--- config.mk ---
export PLATFORM = sky130hd
export DESIGN_NAME = rxframer
export DESIGN_NICKNAME = d
export VERILOG_FILES = /design/src/rtl/rxframer.sv
export SDC_FILE = /design/constraint.sdc
export NUM_CORES = 1
export LEC_CHECK = 0
export CORE_AREA = 2 2 64 66
export DETAILED_ROUTE_END_ITERATION = 10
export DIE_AREA = 0 0 66 68
export GPL_TIMING_DRIVEN = 0
export PLACE_DENSITY_LB_ADDON = 0.12
export SYNTH_ARGS = -nofsm -noshare
export SYNTH_HDL_FRONTEND = slang
export SYNTH_SLANG_ARGS = --single-unit
--- constraint.sdc ---
create_clock -name i_Pclk -period 2.3 [get_ports i_Pclk]
set_input_delay 0.46 -clock i_Pclk [delete_from_list [all_inputs] [get_ports i_Pclk]]
set_output_delay 0.46 -clock i_Pclk [all_outputs]
set_load 0.1 [all_outputs]
--- src/rtl/rxframer.sv ---
// USRT receive framer: samples the line on each bit strobe and assembles start/data/parity/stop into an 11-bit frame.
// Optional USRT_RX_SYNC_EN adds a two-flop input synchronizer (reset high) ahead of the line sampler.
`timescale 1ns/1ps
module rxframer (
  input  logic        i_Pclk,
  input  logic        i_Rst_n,
  input  logic        i_BitEn,
  input  logic        i_Rx,
  input  logic [1:0]  i_Parity,
  output logic [10:0] o_Frame,
  output logic        o_Valid,
  output logic        o_FrameErr,
  output logic        o_Busy
);

  typedef enum logic [2:0] {
    S_IDLE,
    S_DATA,
    S_PARITY,
    S_STOP,
    S_WAITHI
  } state_t;

  state_t      state_q, state_d;
  logic [2:0]  cnt_q, cnt_d;
  logic [1:0]  par_q, par_d;
  logic [9:0]  asm_q, asm_d;
  logic [10:0] frame_q, frame_d;
  logic        valid_q, valid_d;
  logic        ferr_q, ferr_d;
  logic        busy_q, busy_d;
  logic        rx_s;

`ifdef USRT_RX_SYNC_EN
  logic [1:0] sync_q, sync_d;

  assign sync_d = {sync_q[0], i_Rx};
  assign rx_s   = sync_q[1];

  always_ff @(posedge i_Pclk) begin
    if (!i_Rst_n) sync_q <= '1;
    else          sync_q <= sync_d;
  end
`else
  assign rx_s = i_Rx;
`endif

  // asm_q mirrors o_Frame[10:1]: [0] start, [8:1] data, [9] parity
  always_comb begin
    state_d = state_q;
    cnt_d   = cnt_q;
    par_d   = par_q;
    asm_d   = asm_q;
    frame_d = frame_q;
    valid_d = 1'b0;
    ferr_d  = ferr_q;
    if (i_BitEn) begin
      case (state_q)
        S_IDLE: begin
          if (!rx_s) begin
            asm_d    = '0;
            asm_d[0] = rx_s;
            par_d    = i_Parity;
            cnt_d    = '0;
            state_d  = S_DATA;
          end
        end
        S_DATA: begin
          asm_d[{1'b0, cnt_q} + 4'd1] = rx_s;
          cnt_d = cnt_q + 3'd1;
          if (cnt_q == 3'd7) begin
            state_d = (par_q == 2'b01 || par_q == 2'b10) ? S_PARITY : S_STOP;
          end
        end
        S_PARITY: begin
          asm_d[9] = rx_s;
          state_d  = S_STOP;
        end
        S_STOP: begin
          frame_d = {asm_q, rx_s};
          valid_d = 1'b1;
          ferr_d  = ~rx_s;
          state_d = rx_s ? S_IDLE : S_WAITHI;
        end
        S_WAITHI: begin
          if (rx_s) state_d = S_IDLE;
        end
        default: state_d = S_IDLE;
      endcase
    end
    busy_d = (state_d != S_IDLE);
  end

  always_ff @(posedge i_Pclk) begin
    if (!i_Rst_n) begin
      state_q <= S_IDLE;
      cnt_q   <= '0;
      par_q   <= '0;
      asm_q   <= '0;
      frame_q <= '0;
      valid_q <= 1'b0;
      ferr_q  <= 1'b0;
      busy_q  <= 1'b0;
    end else begin
      state_q <= state_d;
      cnt_q   <= cnt_d;
      par_q   <= par_d;
      asm_q   <= asm_d;
      frame_q <= frame_d;
      valid_q <= valid_d;
      ferr_q  <= ferr_d;
      busy_q  <= busy_d;
    end
  end

  assign o_Frame    = frame_q;
  assign o_Valid    = valid_q;
  assign o_FrameErr = ferr_q;
  assign o_Busy     = busy_q;

endmodule

Word level (Yosys, flattened, before mapping)
Index checks and enable logic that the tools add are counted.

Shift-type cells: 0. Reduce and logical (&&, ||, !) cells: 11. Add/subtract/negate cells: 2. Bitwise gates (word level): 1. Eq/ne operators: 8. Muxes and demuxes: 16. $mul: 0. Div/mod/pow operators: 0. Order comparisons: 2.

Operators with widths (count): two-way mux 3 bit (6); case mux 9 bit (2 select lines) (1); case mux 3 bit (5 select lines) (1); bitwise mux 10 bit (1); two-way mux 10 bit (1); AND reduction 3 bit (3); == test 3 x 2 -> 1 bit (second input constant) (2); == test 3 bit (second input constant) (2); case mux 3 bit (2 select lines) (1); nonzero test 3 bit (2); < comparator 4 x 5 -> 1 bit (second input constant) (1); adder 3 x 1 -> 4 bit (second input constant) (1); demux 1 bit (select 4 bit) (1); greater-or-equal comparator 4 x 1 -> 1 bit (second input constant) (1); AND reduction 2 bit (2); adder 3 x 1 -> 3 bit (second input constant) (1); == test 3 x 1 -> 1 bit (second input constant) (1); logical NOT 3 bit (1); two-way mux 1 bit (3); case mux 1 bit (3 select lines) (1); == test 2 x 1 -> 1 bit (second input constant) (1); == test 2 bit (second input constant) (1); inequality test 2 bit (second input constant) (1); nonzero test 2 bit (1); 3 further kinds (3).

Memories: 0. Latch bits: 0. Input port bits: 6. ROM bits: 0. Register bits after elaboration: 32. Bits in writable memories: 0. Word-level logic and storage cells: 49. Output and inout bits: 14.

Depth between registers and ports, before layout
Gate-level depths: netlist of the first run.

Depth after elaboration: 7. Mapped depth: 6.

Least setup slack after synthesis of the first run
No wires, ideal clock.

Kind: register to register. Start point: register cnt_q[1]. End point: register asm_q[8]. Stages on the path, launching flop included: 7. Period minus slack after synthesis: 1788 ps. Data required time: 2168 ps. Data arrival time: 1656 ps. Slack: 512 ps. Setup time: 132 ps. Cells stage by stage: dfxtp_1 -> ha_1 -> ha_1 -> and4b_1 -> a21oi_1 -> o41ai_1 -> a21oi_1.

Word-level cells in the longest chain between the ends: 7.

RTL lines: from (decl) (line 25) `logic [2:0] cnt_q, cnt_d;`; from (signal assigned) (line 106) `cnt_q <= cnt_d;`; adder 3 x 1 -> 4 bit (*) (line 69) `asm_d[{1'b0, cnt_q} + 4'd1] = rx_s;`; < comparator 4 x 5 -> 1 bit (implied by the code) or greater-or-equal comparator 4 x 1 -> 1 bit (tied branches) (line 69); logical AND 1 bit (implied by the code) (line 69); two-way mux 1 bit (implied by the code) (line 69); demux 1 bit (select 4 bit) (*) (line 69); bitwise mux 10 bit (*) (line 69); case mux 9 bit (2 select lines) (*) (line 58) `case (state_q)`; to (signal assigned) (line 108) `asm_q <= asm_d;`; to (decl) (line 27) `logic [9:0] asm_q, asm_d;`.

Every way passes the cells marked *; elsewhere a longest branch is shown, timed or not. A chain may end at the register's enable or synchronous reset.

Worst setup path in the final report of the first run
Start point: register frame_q[10], in the netlist o_Frame[10]. End point: output o_Frame[10].

RTL lines: from (decl) (line 28) `logic [10:0] frame_q, frame_d;`; from (signal assigned) (line 109) `frame_q <= frame_d;`; to (decl) (line 10) `output logic [10:0] o_Frame,`.

No word-level cell between the ends.

==> results of run 1 <==
path summary, 6_finish.rpt:
kind / from / end / slack (ns)
max: o_Frame[10]$_SDFFE_PN0P_ / o_Frame[10] / 0.10
min: o_Frame[9]$_SDFFE_PN0P_ / o_Frame[9]$_SDFFE_PN0P_ / 0.45
max reg2reg: cnt_q[1]$_SDFFE_PN0P_ / asm_q[8]$_SDFFE_PN0P_ / 0.20
min reg2reg: o_Frame[9]$_SDFFE_PN0P_ / o_Frame[9]$_SDFFE_PN0P_ / 0.45
through the flow:
| step | cell area (um^2) | hold WS [ns] |
|---|---|---|
| after global placement | 1738 | 0.4431 |
| final | 1834 | 0.4528 |
| after floorplan | 1485 | 0.4246 |
| after CTS | 1834 | 0.4564 |
| after global routing | 1834 | 0.4794 |
| after detailed placement | 1738 | 0.4478 |
worst min-delay path, delay by kind of cell (launching register included):
kind	cells	cell delay (ns)
AOI/OAI and AO/OA	1	0.05
DFF	1	0.31
and+or+nand+nor	1	0.05
area by class of cell:
cell class / count / area [um^2]
clock buffer: 7 / 96.34
buffer: 9 / 48.80
sequential: 32 / 640.6
fill: 388 / 2022
multi-input combinational: 130 / 762.0
inverter: 9 / 33.78
tap: 50 / 62.56
timing repair buffer: 19 / 190.2
synthesized netlist by cell type (2+ instances only):
master and instances:
a21oi_1 23, a21oi_2 2, a22oi_1 2, a31oi_1 6
buf_2 3, clkbuf_1 3, dfxtp_1 32, ha_1 5
inv_1 8, nand2_1 37, nand3_1 5, nor2_1 10
nor2b_1 2, nor4_1 2, o21ai_0 2, o21ai_1 13
power by group through the flow:
stage | sequential, mW | clock [mW] | combinational, mW
after detailed placement | 0.579 | 0 | 0.0877
final | 0.567 | 0.456 | 0.0885
after floorplan | 0.586 | 0 | 0.0527
after global placement | 0.579 | 0 | 0.0862
after global routing | 0.568 | 0.495 | 0.0982
after CTS | 0.567 | 0.469 | 0.0882
placed cells by master, fill, tap and decap left out, types with 2 or more instances in the layout:
master / instances
o21ai_1: 13
nor2_1: 10
nor4_1: 2
nand3_1: 5
buf_2: 3
dfxtp_1: 32
a22oi_1: 2
o21ai_0: 2
nand2_1: 37
a21oi_2: 2
clkdlybuf4s50_1: 19
nor2b_1: 2
clkbuf_1: 3
a31oi_1: 6
ha_1: 5
a21oi_1: 23
inv_1: 8
clkbuf_8: 7
routing by layer:
layer / share of wire [%] / vias up / wire length, um
met4: 1.5 / 0 / 48
met3: 5.7 / 5 / 182
met5: 0 / - / 0
met2: 47 / 39 / 1512
li1: - / 685 / -
met1: 46 / 596 / 1469
flip-flops by register name (all words and copies together) (netlist names):
name,count
asm_q,10
o_Valid,1
o_Frame,11
par_q,2
cnt_q,3
o_Busy,1
state_q,3
o_FrameErr,1
cell families (layout without fill, tap and decap cells):
family                     after synthesis  count (layout)  share of synthesized area (%)
xor gates and xnor gates                 1               1                         0.5898
AOI/OAI and AO/OA                       56              56                          23.08
adders and majority gates                5               5                          4.212
buffers and inverters                   18              44                          5.560
DFF                                     32              32                          43.13
and+or+nand+nor                         68              68                          23.42
==> impl_metrics.json, run 1 <==
{
  "cts-root-to-sink-buffers": 2,
  "initial_drc_count": 94,
  "synth-edff-count": 0,
  "timing.reg2reg.worst_path_depth": 6,
  "synth_area_um2": 1485,
  "synthesis.nets": 191,
  "synth-seq-area-share_pct": 43.13,
  "count_of_placed_standard_cells_in_the_final_layout_fillers_left_out": 256,
  "rsz_0062_raised_after_global_routing": "false",
  "hold_depth": 2,
  "dp_hpwl_mm": 2.413,
  "timing.critical_path.max_delay_family": "buffers and inverters",
  "final_util_pct": 47.57,
  "cts_tree": "built",
  "min_period_ns": 2.200,
  "route.final.wire_length_mm": 3.212,
  "powerDensity_nw_per_um2": 606.0,
  "max_slew_violation_total_from_the_final_report": 0,
  "critPathMaxStageDelay_ns": 1.13,
  "hold_buffer_count_at_cts": 0,
  "worst_setup_path_end_kind": "output pin",
  "critical_path_depth": 1,
  "core_region_area_um2": 3856,
  "seqPwrFrac_pct": 51.0,
  "netlist.area_leader.share_pct": 43.13,
  "detail_route.drc_violations": 0,
  "std_cell_rows": 23,
  "areaGrowthSynthToFinish_pct": 23.50,
  "gr-max-usage-layer": "met2",
  "initial_antenna_violation_count": 0,
  "fin_ws_ns": 0.1003,
  "worstSkewPairLatency_ns": 0.28,
  "yosys-top-cells-area": "dfxtp_1 43%, nand2_1 9.4%, a21oi_1 7.8%, o21ai_1 4.4%, ha_1 4.2%",
  "start_util_pct": 38.51,
  "crit_chain": "clkdlybuf4s50_1",
  "synth_largest_area_cell": "dfxtp_1",
  "pin_count_of_the_biggest_net_entering_global_routing": 11,
  "comb_power_share_pct": 8.0,
  "switchingPower_mw": 0.2524,
  "detail-route-antenna-nets": 0,
  "post_cts_gate_resize_count": 0,
  "synthDistinctLibCells": 41,
  "total_power_mw": 1.111,
  "worstPathRequired_ns": 1.84,
  "syn-instance-count": 180,
  "place_worst_setup_slack_ns": 0.2695,
  "synth_async_sr_flop_share_pct": 0,
  "timing.critical_path.arrival_ns": 1.74,
  "report.final.hold_viol_count": 0,
  "worst-path-buf-inv": 1,
  "post-cts-setup-buffer-count": 0,
  "internal_power_mw": 0.8591,
  "final.setup.tns_ns": 0,
  "grt_overflow": 0,
  "routedWlPerCell_um": 12.55,
  "clkTransAtPathRegs_ns": 0.06,
  "syn-mean-instance-area_um2": 8.251,
  "status": "complete, no violations",
  "pin_count": 20,
  "grt_pass1_vias": 1214,
  "drt_pre_antenna_iters": 4,
  "grt_first_pass_wirelength_mm": 5.485,
  "number_of_nets_in_the_layout": 217,
  "vias": 1325,
  "overall_track_demand_over_capacity_in_global_routing_pct": 16.01,
  "cts_buffers": 5,
  "power_leakage_nw": 0.6940,
  "setup_viol_count_final": 0,
  "fmax_mhz": 454.6,
  "layout-drive-gt1-share_pct": 10.19,
  "ir_drop_mv": 0.2305,
  "root_buffer_cell": "clkbuf_8",
  "cts.sinks": 32,
  "worst-setup-path-type": "reg -> out",
  "final.setup_skew_ns": 0.005192,
  "gr-usage-met1_pct": 19.13,
  "port-buffer-count": 19,
  "worstPathMaxFanout": 2,
  "yosys_warnings": 0,
  "crit_path_top_delay_cell": "clkdlybuf4s50_1",
  "switching_share_pct": 22.71,
  "vias_per_cell": 5.176,
  "worst_setup_path_start_kind": "flip-flop",
  "finalWeightedCongestion": 0.7773,
  "htreeDepth": 2,
  "grt_util_met2_pct": 27.90,
  "max_cap_viol_count": 0,
  "tightestPinTransition_ns": 0.9693,
  "max-slew-margin-rel_pct": 35.18,
  "worst_hold_path_type": "reg -> reg",
  "place.detailed.instances": 249,
  "clock_power_share_pct": 41.0,
  "die_area_um2": 4488,
  "antenna_cells": 0,
  "die-width_um": 66,
  "groute.layer.met3.usage_pct": 3.454,
  "ys.flop_type": "dfxtp_1",
  "dieHeight_um": 68,
  "finalCritPeriodShare_pct": 95.64,
  "synth-seq-cells": 32
}
Note: power is estimated with default switching activity, not from simulation.
==> inputs of run 2 (changes only) <==
--- a/config.mk
+++ b/config.mk
@@ -8,6 +8,7 @@
 export CORE_AREA = 2 2 64 66
 export DETAILED_ROUTE_END_ITERATION = 10
 export DIE_AREA = 0 0 66 68
+export GPL_ROUTABILITY_DRIVEN = 0
 export GPL_TIMING_DRIVEN = 0
 export PLACE_DENSITY_LB_ADDON = 0.12
 export SYNTH_ARGS = -nofsm -noshare
==> results of run 2 <==
The final DEF is identical to that of run 1; final timing and power are the same.
==> inputs of run 3 (changes only) <==
--- a/config.mk
+++ b/config.mk
@@ -5,12 +5,13 @@
 export SDC_FILE = /design/constraint.sdc
 export NUM_CORES = 1
 export LEC_CHECK = 0
-export CORE_AREA = 2 2 64 66
+export CORE_AREA = 2 2 82 53
 export DETAILED_ROUTE_END_ITERATION = 10
-export DIE_AREA = 0 0 66 68
+export DIE_AREA = 0 0 84 55
 export GPL_ROUTABILITY_DRIVEN = 0
 export GPL_TIMING_DRIVEN = 0
 export PLACE_DENSITY_LB_ADDON = 0.12
 export SYNTH_ARGS = -nofsm -noshare
 export SYNTH_HDL_FRONTEND = slang
 export SYNTH_SLANG_ARGS = --single-unit
+export TNS_END_PERCENT = 30
==> run 3 against run 2 <==
  * Sequential share of layout area down 0.21 points
  * Clock skew increased by 0.0017 ns
  * Clock-buffer cell count decreased by 1
  * Wire length increased by 9.3%
  * Fmax shrank 0.81%
  * Setup slack worse by 0.018 ns
  * Die area grew 2.9%
  * Worst hold slack is essentially flat
  * Design area increased by 0.61%
  * Clock power increased by 15%
  * First-iteration DRC count down 14%
  * Critical endpoint is now o_Frame[2]
  * Largest power group unchanged
==> impl_metrics.json, run 3 (synthesis gave the netlist of run 1 again) <==
{
  "register_area_um2": 640.6,
  "power_leakage_nw": 0.6989,
  "layout_common_cells": "37 x nand2_1, 32 x dfxtp_1, 23 x a21oi_1",
  "tightestPinTransition_ns": 0.9752,
  "rsz_0062_raised_after_global_routing": "false",
  "root_buffer_cell": "clkbuf_8",
  "status": "complete, no violations",
  "pin_count_of_the_biggest_net_entering_global_routing": 11,
  "grt_overflow": 0,
  "powerDensity_nw_per_um2": 639.1,
  "worst_setup_path_end_kind": "output pin",
  "critical_path_depth": 1,
  "max_cap_viol_count": 0,
  "worst-setup-path-type": "reg -> out",
  "vias_per_cell": 5.296,
  "number_of_nets_in_the_layout": 217,
  "place_worst_setup_slack_ns": 0.2390,
  "cts-root-to-sink-buffers": 2,
  "timing.reg2reg.worst_path_depth": 6,
  "core_region_area_um2": 3896,
  "std_cell_rows": 18,
  "grt_first_pass_wirelength_mm": 5.871,
  "die_area_um2": 4620,
  "layout-drive-gt1-share_pct": 10.14,
  "timing.critical_path.arrival_ns": 1.76,
  "timing.critical_path.max_delay_family": "buffers and inverters",
  "detail-route-antenna-nets": 0,
  "crit-reg2reg-capture": "asm_q[8]$_SDFFE_PN0P_",
  "initial_drc_count": 81,
  "overall_track_demand_over_capacity_in_global_routing_pct": 16.45,
  "worstPathMaxFanout": 2,
  "crit_end": "o_Frame[2]",
  "start_util_pct": 38.12,
  "rrSetupSlack_ns": 0.22,
  "fin_ws_ns": 0.08227,
  "count_of_placed_standard_cells_in_the_final_layout_fillers_left_out": 257,
  "routedWlPerCell_um": 13.67,
  "cts_tree": "built",
  "antenna_cells": 0,
  "fmax_mhz": 450.9,
  "initial_antenna_violation_count": 0,
  "crit_chain": "clkdlybuf4s50_1",
  "ir_drop_mv": 0.3088,
  "setup_viol_count_final": 0,
  "report.final.hold_viol_count": 0,
  "cts.sinks": 32,
  "cts_buffers": 5,
  "min_period_ns": 2.218,
  "port-buffer-count": 19,
  "max-slew-margin-rel_pct": 34.79,
  "worstPathRequired_ns": 1.84,
  "route.final.wire_length_mm": 3.512,
  "vias": 1361,
  "critPathMaxStageDelay_ns": 1.13,
  "largest_register_ff_count": 11,
  "worstSkewPairLatency_ns": 0.28,
  "post-cts-setup-buffer-count": 0,
  "clkTransAtPathRegs_ns": 0.07,
  "final.fill_count": 381,
  "grt_pass1_vias": 1275,
  "detail_route.drc_violations": 0,
  "worst_hold_path_type": "reg -> reg",
  "htreeDepth": 2,
  "dp_hpwl_mm": 2.634,
  "final.setup_skew_ns": 0.006882,
  "final_common_cell": "nand2_1",
  "post_cts_gate_resize_count": 0,
  "finalCritPeriodShare_pct": 96.42,
  "dieHeight_um": 55,
  "worst_hold_startpoint": "o_Frame[3]$_SDFFE_PN0P_",
  "worst-path-buf-inv": 1,
  "crit_path_top_delay_cell": "clkdlybuf4s50_1",
  "hold_buffer_count_at_cts": 0,
  "total_power_mw": 1.180,
  "pin_count": 20,
  "critPathLaunch": "o_Frame[2]$_SDFFE_PN0P_",
  "place.detailed.instances": 249,
  "die-width_um": 84,
  "max_slew_violation_total_from_the_final_report": 0,
  "worst_r2r_startpoint": "cnt_q[1]$_SDFFE_PN0P_",
  "worst_setup_path_start_kind": "flip-flop",
  "areaGrowthSynthToFinish_pct": 24.26,
  "final.setup.tns_ns": 0,
  "drt_pre_antenna_iters": 5,
  "multiInputGateArea_um2": 762.0
}
run 3: cell count changes in the layout (fill, tap and decap cells not counted):
| cell | delta |
|---|---|
| bufinv_16 | +1 |
| clkbuf_1 | +1 |
| clkbuf_8 | -2 |
| clkinv_2 | +1 |
run 3: how the worst min path moves through the flow:
stage | endpoint | slack (ns) | cells past startpoint
floorplan | asm_q[4]$_SDFFE_PN0P_ | 0.42 | 2
detailed placement | o_Frame[3]$_SDFFE_PN0P_ | 0.45 | 2
global placement | o_Frame[7]$_SDFFE_PN0P_ | 0.44 | 2
finish | o_Frame[3]$_SDFFE_PN0P_ | 0.45 | 2
global route | o_Frame[8]$_SDFFE_PN0P_ | 0.47 | 2
CTS | o_Frame[3]$_SDFFE_PN0P_ | 0.46 | 2
run 3: per-stage QoR:
step | instance area [um^2] | utilization, % | hold WS, ns
finish | 1846 | 47.37 | 0.4528
global placement | 1738 | 44.61 | 0.4442
detailed placement | 1738 | 44.61 | 0.4474
floorplan | 1485 | - | 0.4246
CTS | 1846 | 47.37 | 0.4563
global route | 1846 | 47.37 | 0.4719
run 3: tightest hold or removal path: stages (launching register included):
cell	delay, ns
dfxtp_1	0.31
nand2_1	0.05
a21oi_1	0.05
run 3: cell type report:
class,instances,share of cell area (%)
Buffer,9,2.644
Clock buffer,6,3.932
Clock inverter,2,1.898
Inverter,9,1.831
Multi-Input combinational cell,130,41.29
Sequential cell,32,34.71
Tap cell,50,3.390
Timing Repair Buffer,19,10.31
run 3: power breakdown:
group	switching, mW	internal, mW	total (mW)
logic	0.0581	0.0322	0.0903
registers	0.00593	0.561	0.567
clock network	0.201	0.321	0.523
total	0.265	0.914	1.18
run 3: per-layer routing:
metal,part of all wire [%],vias up,GRT usage [%]
li1,-,686,-
met1,51,632,22.19
met2,42,36,25.73
met3,5.5,7,5.045
met4,1.4,0,5.108
met5,0,-,0
==> RTL change 1: new RTL, flow settings as in run 3 <==
Put one more register stage on the output `o_Frame`, without a reset. The value now appears one clock later. The other outputs are not delayed to match.
--- a/src/rtl/rxframer.sv
+++ b/src/rtl/rxframer.sv
@@ -113,7 +113,9 @@
     end
   end
 
-  assign o_Frame    = frame_q;
+  always_ff @(posedge i_Pclk) begin
+    o_Frame <= frame_q;
+  end
   assign o_Valid    = valid_q;
   assign o_FrameErr = ferr_q;
   assign o_Busy     = busy_q;
Function: same outputs for any inputs over 10 cycles, from zero or initial values and one cycle with i_Rst_n low; that may be too few to reach the edited logic, so the function may still have changed.
==> RTL change 1 against run 3 <==
Synthesized area rose by 13%; design area rose by 9.8%; setup slack got worse by 0.0031 ns; clock power fell by 12%; non-clock buffer count fell by 2; wire length fell by 3.0%; via count fell by 2.4%; cell count fell by 0.78%; sequential cell count rose by 11; total power rose by 10%.
==> RTL change 1: results (changes against run 3) <==
status completed (unchanged); fill count 370 (was 381); post-synthesis sequential area ratio 0.511 (was 0.431); min-delay src frame_q[7] (was o_Frame[3]); P_leak 0.000740 µW (was 0.000699 µW); Mapped Nets 189 (was 191); Syn Area/Cell 9.47 µm² (was 8.25 µm²); Netlist cell types 39 (was 41); first-pass GRT wire length 5690 µm (was 5870 µm); DP HPWL 2520 µm (was 2630 µm); maximum vdd ir drop 237 µV (was 309 µV); # H-tree levels 2 (unchanged); cell area after layout 2030 µm² (was 1850 µm²); r2r startpoint cnt_q[0] (was cnt_q[1]); drt total wl 3410 µm (was 3510 µm); most frequent cells after synthesis dfxtp_1 (43), nand2_1 (41), a21boi_0 (15), a21oi_1 (7), nor2b_1 (6) (was nand2_1 (37), dfxtp_1 (32), a21oi_1 (23), o21ai_1 (13), nor2_1 (10)); GRT Total Usage 0.162 (was 0.164); DR WL/cell 13.4 µm (was 13.7 µm); largest net degree at the start of global routing 14 (was 11); vias per inst 5.21 (was 5.30); Final Skew 0.00410 ns (was 0.00688 ns); Slew HR 0.354 (was 0.348); Placement Setup Slack 0.0636 ns (was 0.239 ns); cell total after placement 247 (was 249); Final nets 215 (was 217); first-pass detailed-route iteration total 4 (was 5); vias in the first global route 1244 (was 1275); placed cell areas 1940 µm² (was 1740 µm²); R2R setup slack 0.15 ns (was 0.22 ns); synth top area cells dfxtp_1 (51%), nand2_1 (9.1%), a21boi_0 (6.7%), ha_1 (3.7%), a221o_1 (2.4%) (was dfxtp_1 (43%), nand2_1 (9.4%), a21oi_1 (7.8%), o21ai_1 (4.4%), ha_1 (4.2%)); Hold Crit Endpoint o_Frame[7] (was o_Frame[3]); initial drt markers 52 (was 81)
RTL change 1: cell types whose count changed after synthesis, sizes merged, moves of 3 or more:
cell | before | now
a221o | 0 | 4
nor2b | 2 | 6
nor2 | 10 | 4
dfxtp | 32 | 43
inv | 9 | 3
nand2 | 37 | 41
a21oi | 25 | 7
buf | 6 | 3
a21boi | 1 | 16
o21ai | 15 | 5
RTL change 1: worst max path at each step:
stage,to,depth (start not counted),slack [ns],from
6_report,o_FrameErr,1,0.08,o_FrameErr
5_1_grt,o_FrameErr,1,0.03,o_FrameErr
4_1_cts,o_FrameErr,1,0.06,o_FrameErr
3_5_place_dp,asm_q[7],5,0.06,i_BitEn
3_3_place_gp,asm_q[6],5,0.10,i_BitEn
2_1_floorplan,asm_q[9],6,0.29,cnt_q[1]
RTL change 1: cell families after synthesis:
| group | count (synthesis) | share of synthesized area |
|---|---|---|
| compound gates | 46 | 0.196 |
| simple gates | 73 | 0.223 |
| flops | 43 | 0.511 |
| xor+xnor | 1 | 0.00520 |
| fa+ha+maj | 5 | 0.0371 |
| buf+inv | 10 | 0.0282 |
RTL change 1: layer usage:
metal | track usage | vias to the layer above | share of wire
li1 | - | 677 | -
met1 | 0.208 | 624 | 0.51
met2 | 0.267 | 22 | 0.44
met3 | 0.0445 | 5 | 0.041
met4 | 0.0645 | 0 | 0.0085
met5 | 0 | - | 0
RTL change 1: final cells by class:
type,count,share of cell area
buffer,7,0.0179
clock buffer,6,0.0358
clock inverter,2,0.00618
inverter,3,0.00556
multi-input combinational,125,0.385
sequential,43,0.425
tap,50,0.0309
timing repair buffer,19,0.0939
RTL change 1: where the power goes:
group	total (µW)	switching (µW)	internal (µW)
clock network	461	249	212
registers	756	5.96	750
logic	81.2	49.2	32.0
total	1300	304	994
==> RTL change 2: new RTL, settings of run 3 <==
Made on the original files. Add a define of `USRT_RX_SYNC_EN`.
--- a/src/rtl/rxframer.sv
+++ b/src/rtl/rxframer.sv
@@ -1,6 +1,8 @@
 // USRT receive framer: samples the line on each bit strobe and assembles start/data/parity/stop into an 11-bit frame.
 // Optional USRT_RX_SYNC_EN adds a two-flop input synchronizer (reset high) ahead of the line sampler.
 `timescale 1ns/1ps
+`define USRT_RX_SYNC_EN
+
 module rxframer (
   input  logic        i_Pclk,
   input  logic        i_Rst_n,
Check against the original RTL: not equivalent (Yosys sat finds a counterexample within 4 cycles, from zero or initial values and one cycle with i_Rst_n low).
==> RTL change 2 against run 3 <==
Worst hold slack worse by 0.040 ns; wire length rose by 0.51%; sequential share of layout area grew 0.77 points; register-to-register slack gained 0.04 ns; setup slack worse by 0.0047 ns; sequential cell count grew 2; design area up 3.9%; sequential power increased by 5.5%; via count is 1.5% lower; total power down 5.9%; synthesized area up 5.8%; critical endpoint is now o_Frame[8].
==> RTL change 2: results (changes against run 3) <==
status completed (unchanged); grt met1 use 0.223 (was 0.222); Mapped Nets 192 (was 191); GR Util met2 0.260 (was 0.257); DR WL/cell 13.7 µm (about the same); XOR/XNOR share of the synthesized area 0.00557 (was 0.00590); GRT Total Usage 0.171 (was 0.164); P_leak 0.000763 µW (was 0.000699 µW); DP HPWL 2650 µm (was 2630 µm); WP data arrival 1.76 ns (about the same); routing usage on met3 0.0579 (was 0.0504); Synth Area in Compound Gates 0.221 (was 0.231); Final Skew 0.00459 ns (was 0.00688 ns); first-pass GRT wire length 5900 µm (was 5870 µm); CTS clk-pin slew, worst paths 0.07 ns (about the same); fill count 399 (was 381); vias post-DR 1341 (was 1361); max reg flops 11 (unchanged); synth top area cells dfxtp_1 (43%), nand2_1 (8.8%), a21boi_1 (6.2%), o21ai_1 (4.5%), ha_1 (4.0%) (was dfxtp_1 (43%), nand2_1 (9.4%), a21oi_1 (7.8%), o21ai_1 (4.4%), ha_1 (4.2%)); final setup fails 0 (unchanged); Root Driver clkbuf_8 (unchanged); Final nets 218 (was 217); worst slew pin tran 0.966 ns (was 0.975 ns); Met3 Wirelength 217 µm (was 192 µm); vias in the first global route 1248 (was 1275); PortBufs 19 (unchanged); placed cell areas 1820 µm² (was 1740 µm²); CTS buffer count 5 (unchanged); Netlist cell types 41 (unchanged); post-synthesis sequential area ratio 0.433 (was 0.431); cell total after placement 250 (was 249); adder-cell share of the synthesized area 0.0398 (was 0.0421); DRT met1 WL 1840 µm (was 1790 µm); drt total wl 3530 µm (was 3510 µm); Clock Latency Late Sink 0.28 ns (about the same); Cells after Synth 181 (was 180); critical path's largest stage delay 1.14 ns; initial drt markers 68 (was 81); first-pass detailed-route iteration total 4 (was 5); Crit path max-delay family buffers and inverters (unchanged); Sw Ratio 0.223 (was 0.225); met2 WL 1420 µm (was 1480 µm); maximum vdd ir drop 305 µV (was 309 µV); initial antenna violation count 0 (unchanged); fraction of layout cells with a size suffix above 1 0.0769 (was 0.101); most frequent cells after synthesis nand2_1 (37), dfxtp_1 (34), o21ai_1 (14), a21boi_1 (13), inv_1 (8) (was nand2_1 (37), dfxtp_1 (32), a21oi_1 (23), o21ai_1 (13), nor2_1 (10)); mux contribution to synthesized area 0.0127 (was 0); Placement Setup Slack 0.143 ns (was 0.239 ns); Ys Warns 0 (unchanged)
RTL change 2: power groups by stage:
stage | logic (µW) | registers, µW | clock network, µW
final | 63.9 | 598 | 448
after floorplan | 36.7 | 614 | 0
after CTS | 63.9 | 598 | 457
after global routing | 69.7 | 598 | 492
after detailed placement | 63.5 | 611 | 0
after global placement | 62.1 | 611 | 0
RTL change 2: final timing paths:
kind | from | end | slack [ns] | cells after the start
hold / removal | sync_q[0] | sync_q[1] | 0.41 | 1
setup reg to reg | cnt_q[1] | asm_q[8] | 0.26 | 6
setup / recovery | o_Frame[8] | o_Frame[8] | 0.08 | 1
hold reg to reg | sync_q[0] | sync_q[1] | 0.41 | 1
RTL change 2: area by class of cell:
cell class                      count  area, µm²  area share
Clock inverter                      1       5.00     0.00261
Inverter                            8       30.0      0.0157
Buffer                             10       52.6      0.0274
Clock buffer                        7       86.3      0.0450
Multi-Input combinational cell    129        811       0.423
Timing Repair Buffer               19        190      0.0992
Sequential cell                    34        681       0.355
Tap cell                           50       62.6      0.0326
